==> src/rtl/stopwatch_pkg.sv <==
// Shared definitions for the mm:ss stopwatch: controller state encoding,
// adjust field select values and the counter field limit.
package stopwatch_pkg;

    // Controller modes
    typedef enum logic [1:0] {
        ST_RUN    = 2'd0,
        ST_PAUSED = 2'd1,
        ST_ADJUST = 2'd2
    } state_t;

    // Adjust field select encoding on the sel input
    localparam logic SEL_SEC = 1'b1;
    localparam logic SEL_MIN = 1'b0;

    // Largest value held by a seconds/minutes field before wrapping to 00
    localparam int unsigned SEC_MAX = 59;

    // Width of the adjust-rate divider (ADJ_DIV up to 15)
    localparam int unsigned ADJ_CNT_W = 4;

endpackage

==> src/rtl/stopwatch_ctrl.sv <==
// Mode controller for the mm:ss stopwatch counter chain.
// Runs RUN / PAUSED / ADJUST from the tick strobes and user inputs, issues
// single-cycle increment pulses to the counter datapath (generating the
// sec->min carry in RUN, suppressing it in ADJUST) and drives the blink
// qualifiers for the display.
//
// Ports:
//   clk         system clock, rising edge
//   reset       synchronous, active-high reset
//   tick_1hz    1 Hz single-cycle strobe
//   tick_2hz    2 Hz single-cycle strobe
//   pause_p     pause button pulse, toggles the pause flag
//   sel         adjust field select (1 = seconds, 0 = minutes)
//   adj         adjust mode request (level)
//   sec_at_max  seconds field currently at its maximum
//   sec_inc     registered seconds increment pulse
//   min_inc     registered minutes increment pulse
//   running     registered, high while in RUN
//   blink_sec   registered, seconds digits blanked this phase
//   blink_min   registered, minutes digits blanked this phase
module stopwatch_ctrl
    import stopwatch_pkg::*;
#(
    parameter int unsigned ADJ_DIV        = 1,
    parameter bit          PAUSE_ON_RESET = 1'b0
) (
    input  logic clk,
    input  logic reset,
    input  logic tick_1hz,
    input  logic tick_2hz,
    input  logic pause_p,
    input  logic sel,
    input  logic adj,
    input  logic sec_at_max,
    output logic sec_inc,
    output logic min_inc,
    output logic running,
    output logic blink_sec,
    output logic blink_min
);

    localparam state_t                 RESET_STATE = PAUSE_ON_RESET ? ST_PAUSED : ST_RUN;
    localparam logic [ADJ_CNT_W-1:0]   ADJ_LAST    = ADJ_CNT_W'(ADJ_DIV - 1);

    state_t               state;
    state_t               state_next;
    logic                 pause_flag;
    logic                 pause_flag_next;
    logic                 blink_phase;
    logic                 blink_phase_next;
    logic [ADJ_CNT_W-1:0] adj_cnt;
    logic [ADJ_CNT_W-1:0] adj_cnt_next;
    logic                 sec_inc_next;
    logic                 min_inc_next;
    logic                 running_next;
    logic                 blink_sec_next;
    logic                 blink_min_next;
    logic                 adj_entry;
    logic                 adj_next;

    // State, control registers and registered outputs
    always_ff @(posedge clk) begin
        if (reset) begin
            state       <= RESET_STATE;
            pause_flag  <= PAUSE_ON_RESET;
            blink_phase <= 1'b0;
            adj_cnt     <= '0;
            sec_inc     <= 1'b0;
            min_inc     <= 1'b0;
            running     <= !PAUSE_ON_RESET;
            blink_sec   <= 1'b0;
            blink_min   <= 1'b0;
        end else begin
            state       <= state_next;
            pause_flag  <= pause_flag_next;
            blink_phase <= blink_phase_next;
            adj_cnt     <= adj_cnt_next;
            sec_inc     <= sec_inc_next;
            min_inc     <= min_inc_next;
            running     <= running_next;
            blink_sec   <= blink_sec_next;
            blink_min   <= blink_min_next;
        end
    end

    // Next-state and next-output logic; strobes act on the current state
    always_comb begin
        pause_flag_next  = pause_flag ^ pause_p;
        state_next       = ST_RUN;
        blink_phase_next = blink_phase;
        adj_cnt_next     = adj_cnt;
        sec_inc_next     = 1'b0;
        min_inc_next     = 1'b0;
        adj_entry        = 1'b0;
        adj_next         = 1'b0;
        running_next     = 1'b0;
        blink_sec_next   = 1'b0;
        blink_min_next   = 1'b0;

        // adj wins over the pause flag; the flag decides once adj drops
        if (adj) begin
            state_next = ST_ADJUST;
        end else if (pause_flag_next) begin
            state_next = ST_PAUSED;
        end

        case (state)
            ST_RUN: begin
                // Carry into minutes comes from the seconds field at its max
                if (tick_1hz) begin
                    sec_inc_next = 1'b1;
                    min_inc_next = sec_at_max;
                end
            end
            ST_ADJUST: begin
                // Divided 2 Hz stepping of the selected field, no carry
                if (tick_2hz) begin
                    blink_phase_next = ~blink_phase;
                    if (adj_cnt == ADJ_LAST) begin
                        adj_cnt_next = '0;
                        if (sel == SEL_SEC) begin
                            sec_inc_next = 1'b1;
                        end else begin
                            min_inc_next = 1'b1;
                        end
                    end else begin
                        adj_cnt_next = adj_cnt + ADJ_CNT_W'(1);
                    end
                end
            end
            default: begin
            end
        endcase

        // Fresh divider and blink phase on every entry into ADJUST
        adj_entry = (state != ST_ADJUST) && (state_next == ST_ADJUST);
        if (adj_entry) begin
            adj_cnt_next     = '0;
            blink_phase_next = 1'b0;
        end

        adj_next       = (state_next == ST_ADJUST);
        running_next   = (state_next == ST_RUN);
        blink_sec_next = adj_next && (sel == SEL_SEC) && blink_phase_next;
        blink_min_next = adj_next && (sel == SEL_MIN) && blink_phase_next;
    end

endmodule

==> config.mk <==
export PLATFORM = sky130hd
export DESIGN_NAME = stopwatch_ctrl
export DESIGN_NICKNAME = d
export VERILOG_FILES = /design/src/rtl/stopwatch_pkg.sv /design/src/rtl/stopwatch_ctrl.sv
export SDC_FILE = /design/constraint.sdc
export NUM_CORES = 1
export LEC_CHECK = 0
export CORE_AREA = 2 2 39 41
export CTS_CLUSTER_DIAMETER = 150
export DETAILED_ROUTE_END_ITERATION = 8
export DIE_AREA = 0 0 41 43
export PLACE_DENSITY = 0.74
export SYNTH_ARGS = -nofsm -noshare
export SYNTH_HDL_FRONTEND = slang
export SYNTH_SLANG_ARGS = --single-unit
==> constraint.sdc <==
create_clock -name clk -period 1.85 [get_ports clk]
set_input_delay 0.2775 -clock clk [delete_from_list [all_inputs] [get_ports clk]]
set_output_delay 0.2775 -clock clk [all_outputs]
set_load 0.02 [all_outputs]
==> summary.txt <==
DIE HEIGHT - 43 um
Sw frac - 0.228
Initial Util - 0.366
Net switching power - 0.122 mW
Worst setup path start - sec_inc$_SDFF_PP0_
Fin Setup TNS - 0 ps
Period utilization - 0.784
Setup violators final - 0
Number of inserted diodes - 0
Total grt overflow - 0
Die X - 41 um
DRC - 0
Int Pwr - 0.413 mW
RD Place Congestion - 0.751
H-tree levels - 1
CP top delay family - buffers and inverters
Area growth syn-to-layout - 32.8%
EDFF count, synth - 0
Initial DRC Count - 2
CTS clk-pin slew, worst paths - 80 ps
Clk buf depth - 2
Placed instance area - 647 um^2
Number of post-CTS setup repair buffers - 0
Mapped cell area - 507 um^2
Num Clock Sinks - 13
R2R Path Start - adj_cnt[0]$_SDFFE_PP0P_
Met2 Routed Length - 373 um
Synth Area per Inst - 10.3 um^2
First-pass GRT wire length - 1440 um
Combinational share of power - 0.128
PortBufs - 12
Drt pass-1 iters - 2
Crit path kind - reg -> out
Ys flop type - dfxtp_1
Util after Layout - 0.486
FMAX - 689 MHz
Clock latency on the worst-skew pair - 270 ps
Final instance area - 673 um^2
Synth top area share - 0.514
Vias per std cell - 4.81
Dominant cells by area after synthesis - dfxtp_1 (51%), nor2_1 (5.2%), xnor2_1 (5.2%), ha_1 (4.9%), xor2_1 (3.5%)
Critical Path Source Type - flip-flop
Nets - 76
Post_cts resized - 0
Total power - 0.535 mW
Final Slew Violations - 0
YS warnings - 0
Synth cell types - 23
Final hold viol count - 0
Largest net degree at the start of global routing - 8
Status - finished clean
Final wirelength - 830 um
CP max stage cell - clkdlybuf4s50_1
Initial antenna violation count - 0
Flop2flop setup slack - 620 ps
Die area - 0.00176 mm^2
Crit-path cells - clkdlybuf4s50_1
Top sig layer - met4
CTS tree - done
DR vias - 390
Clock Skew - 4.82 ps
Worst hold margin - 497 ps
Clock root cell - clkbuf_4
Critical path peak fanout - 1
Seq pwr share - 0.557
Share of layout cells above drive strength 1 - 0.108
Count leader, synth - dfxtp_1
DR WL met3 - 43 um
Crit path DAT - 1170 ps
Worst rel slew slack - 0.721
Routed len/inst - 10.2 um
Cells after Synth - 49
Min cycle time layout - 1450 ps
Sequential-to-total area share from yosys stat - 0.514
Number of global-route vias before repair - 368
Ports - 13
Commonest cells post-synth - dfxtp_1 (13), nor2_1 (7), inv_1 (3), nor3_1 (3), xnor2_1 (3)
Crit end category - output port
Worst-Margin Slew - 416 ps
RSZ-0062 raised after global routing - no
Synth area leader - dfxtp_1
M1 WL - 385 um
Post-synthesis register bit count - 13
Antenna-violating nets left - 0
Num CTS Buffers - 3
Leak - 0.258 nW
WP data required - 1570 ps
Worst Hold Class - reg -> reg
Hold_sp - adj_cnt[3]$_SDFFE_PP0P_
Pwr/cell area - 795 mW/mm^2
Critical Path Max Stage Delay - 590 ps
Maxcap violations - 0
Rows - 14
Clock power share - 0.315
Maximum vdd drop - 370 uV
FILL cells - 137
Ys async rst share - 0
Number of buffers and inverters on the critical path - 1
DP HPWL - 665 um
Core area - 0.00138 mm^2
Hold-fix buffers, CTS - 0
Overall Global Routing Usage - 0.121
Syn nets - 59
worst paths after layout:
check / end / cells past startpoint
max: sec_inc / 1
min: adj_cnt[3]$_SDFFE_PP0P_ / 2
max reg2reg: min_inc$_SDFF_PP0_ / 5
min reg2reg: adj_cnt[3]$_SDFFE_PP0P_ / 2
cell type report:
| type | instances | area [um^2] | share of cell area |
|---|---|---|---|
| multi-input cells | 33 | 235 | 0.349 |
| well taps | 16 | 20.0 | 0.0297 |
| inverters | 3 | 11.3 | 0.0167 |
| flip-flops and latches | 13 | 260 | 0.387 |
| repair buffers | 12 | 120 | 0.178 |
| clock buffers | 4 | 26.3 | 0.0390 |
tightest hold or removal path: cells and delay by family (launching register included):
kind,cells,cell delay (ps)
DFF,1,330
AOI/OAI and AO/OA,2,130
layout by cell type (no fill, tap or decap):
master	netlist	final
clkbuf_4	0	3
nand4b_1	1	1
clkbuf_1	0	1
xor2_1	2	2
o21ai_0	1	1
nand3_1	1	1
ha_1	2	2
xnor2_1	3	3
inv_1	3	3
or3_1	1	1
mux2i_1	1	1
a21o_2	1	1
a21oi_1	1	1
nor2_1	7	7
nor4b_1	1	1
nand2_1	1	1
nand2b_1	1	1
nor3_1	3	3
nand3b_2	1	1
a31o_2	1	1
nor4_2	1	1
or3b_1	1	1
a32o_1	1	1
nor2b_1	1	1
dfxtp_1	13	13
clkdlybuf4s50_1	0	12
state kept, by name (all words and copies together), names as in the netlist:
name / cells
blink_phase: 1
adj_cnt: 4
running: 1
blink_min: 1
sec_inc: 1
blink_sec: 1
state: 2
pause_flag: 1
min_inc: 1
layer usage:
layer | vias up | track usage
li1 | 204 | -
met1 | 171 | 0.141
met2 | 11 | 0.184
met3 | 4 | 0.0157
met4 | 0 | 0.100
met5 | - | 0
power by group through the flow:
stage / Sequential [mW] / Combinational (mW) / Clock (mW)
finish: 0.298 / 0.0687 / 0.168
global route: 0.300 / 0.0755 / 0.195
floorplan: 0.311 / 0.0279 / 0
CTS: 0.298 / 0.0697 / 0.176
global placement: 0.304 / 0.0689 / 0
detailed placement: 0.304 / 0.0693 / 0
stage by stage:
step,instances,setup slack [ps]
2_1_floorplan,49,739
3_3_place_gp,77,294
3_5_place_dp,77,279
4_1_cts,81,381
5_1_grt,81,323
6_report,81,399
logic make-up (layout without fill, tap and decap cells):
logic type,after synthesis,in the layout,synth area share
AO/OA/AOI/OAI,5,5,0.0741
XOR/XNOR,5,5,0.0864
adder cells (fa/ha/maj),2,2,0.0494
buffers and inverters,3,19,0.0222
flip-flops,13,13,0.514
multiplexers,1,1,0.0198
AND/OR/NAND/NOR,20,20,0.235
(Power assumes the default switching activity.)
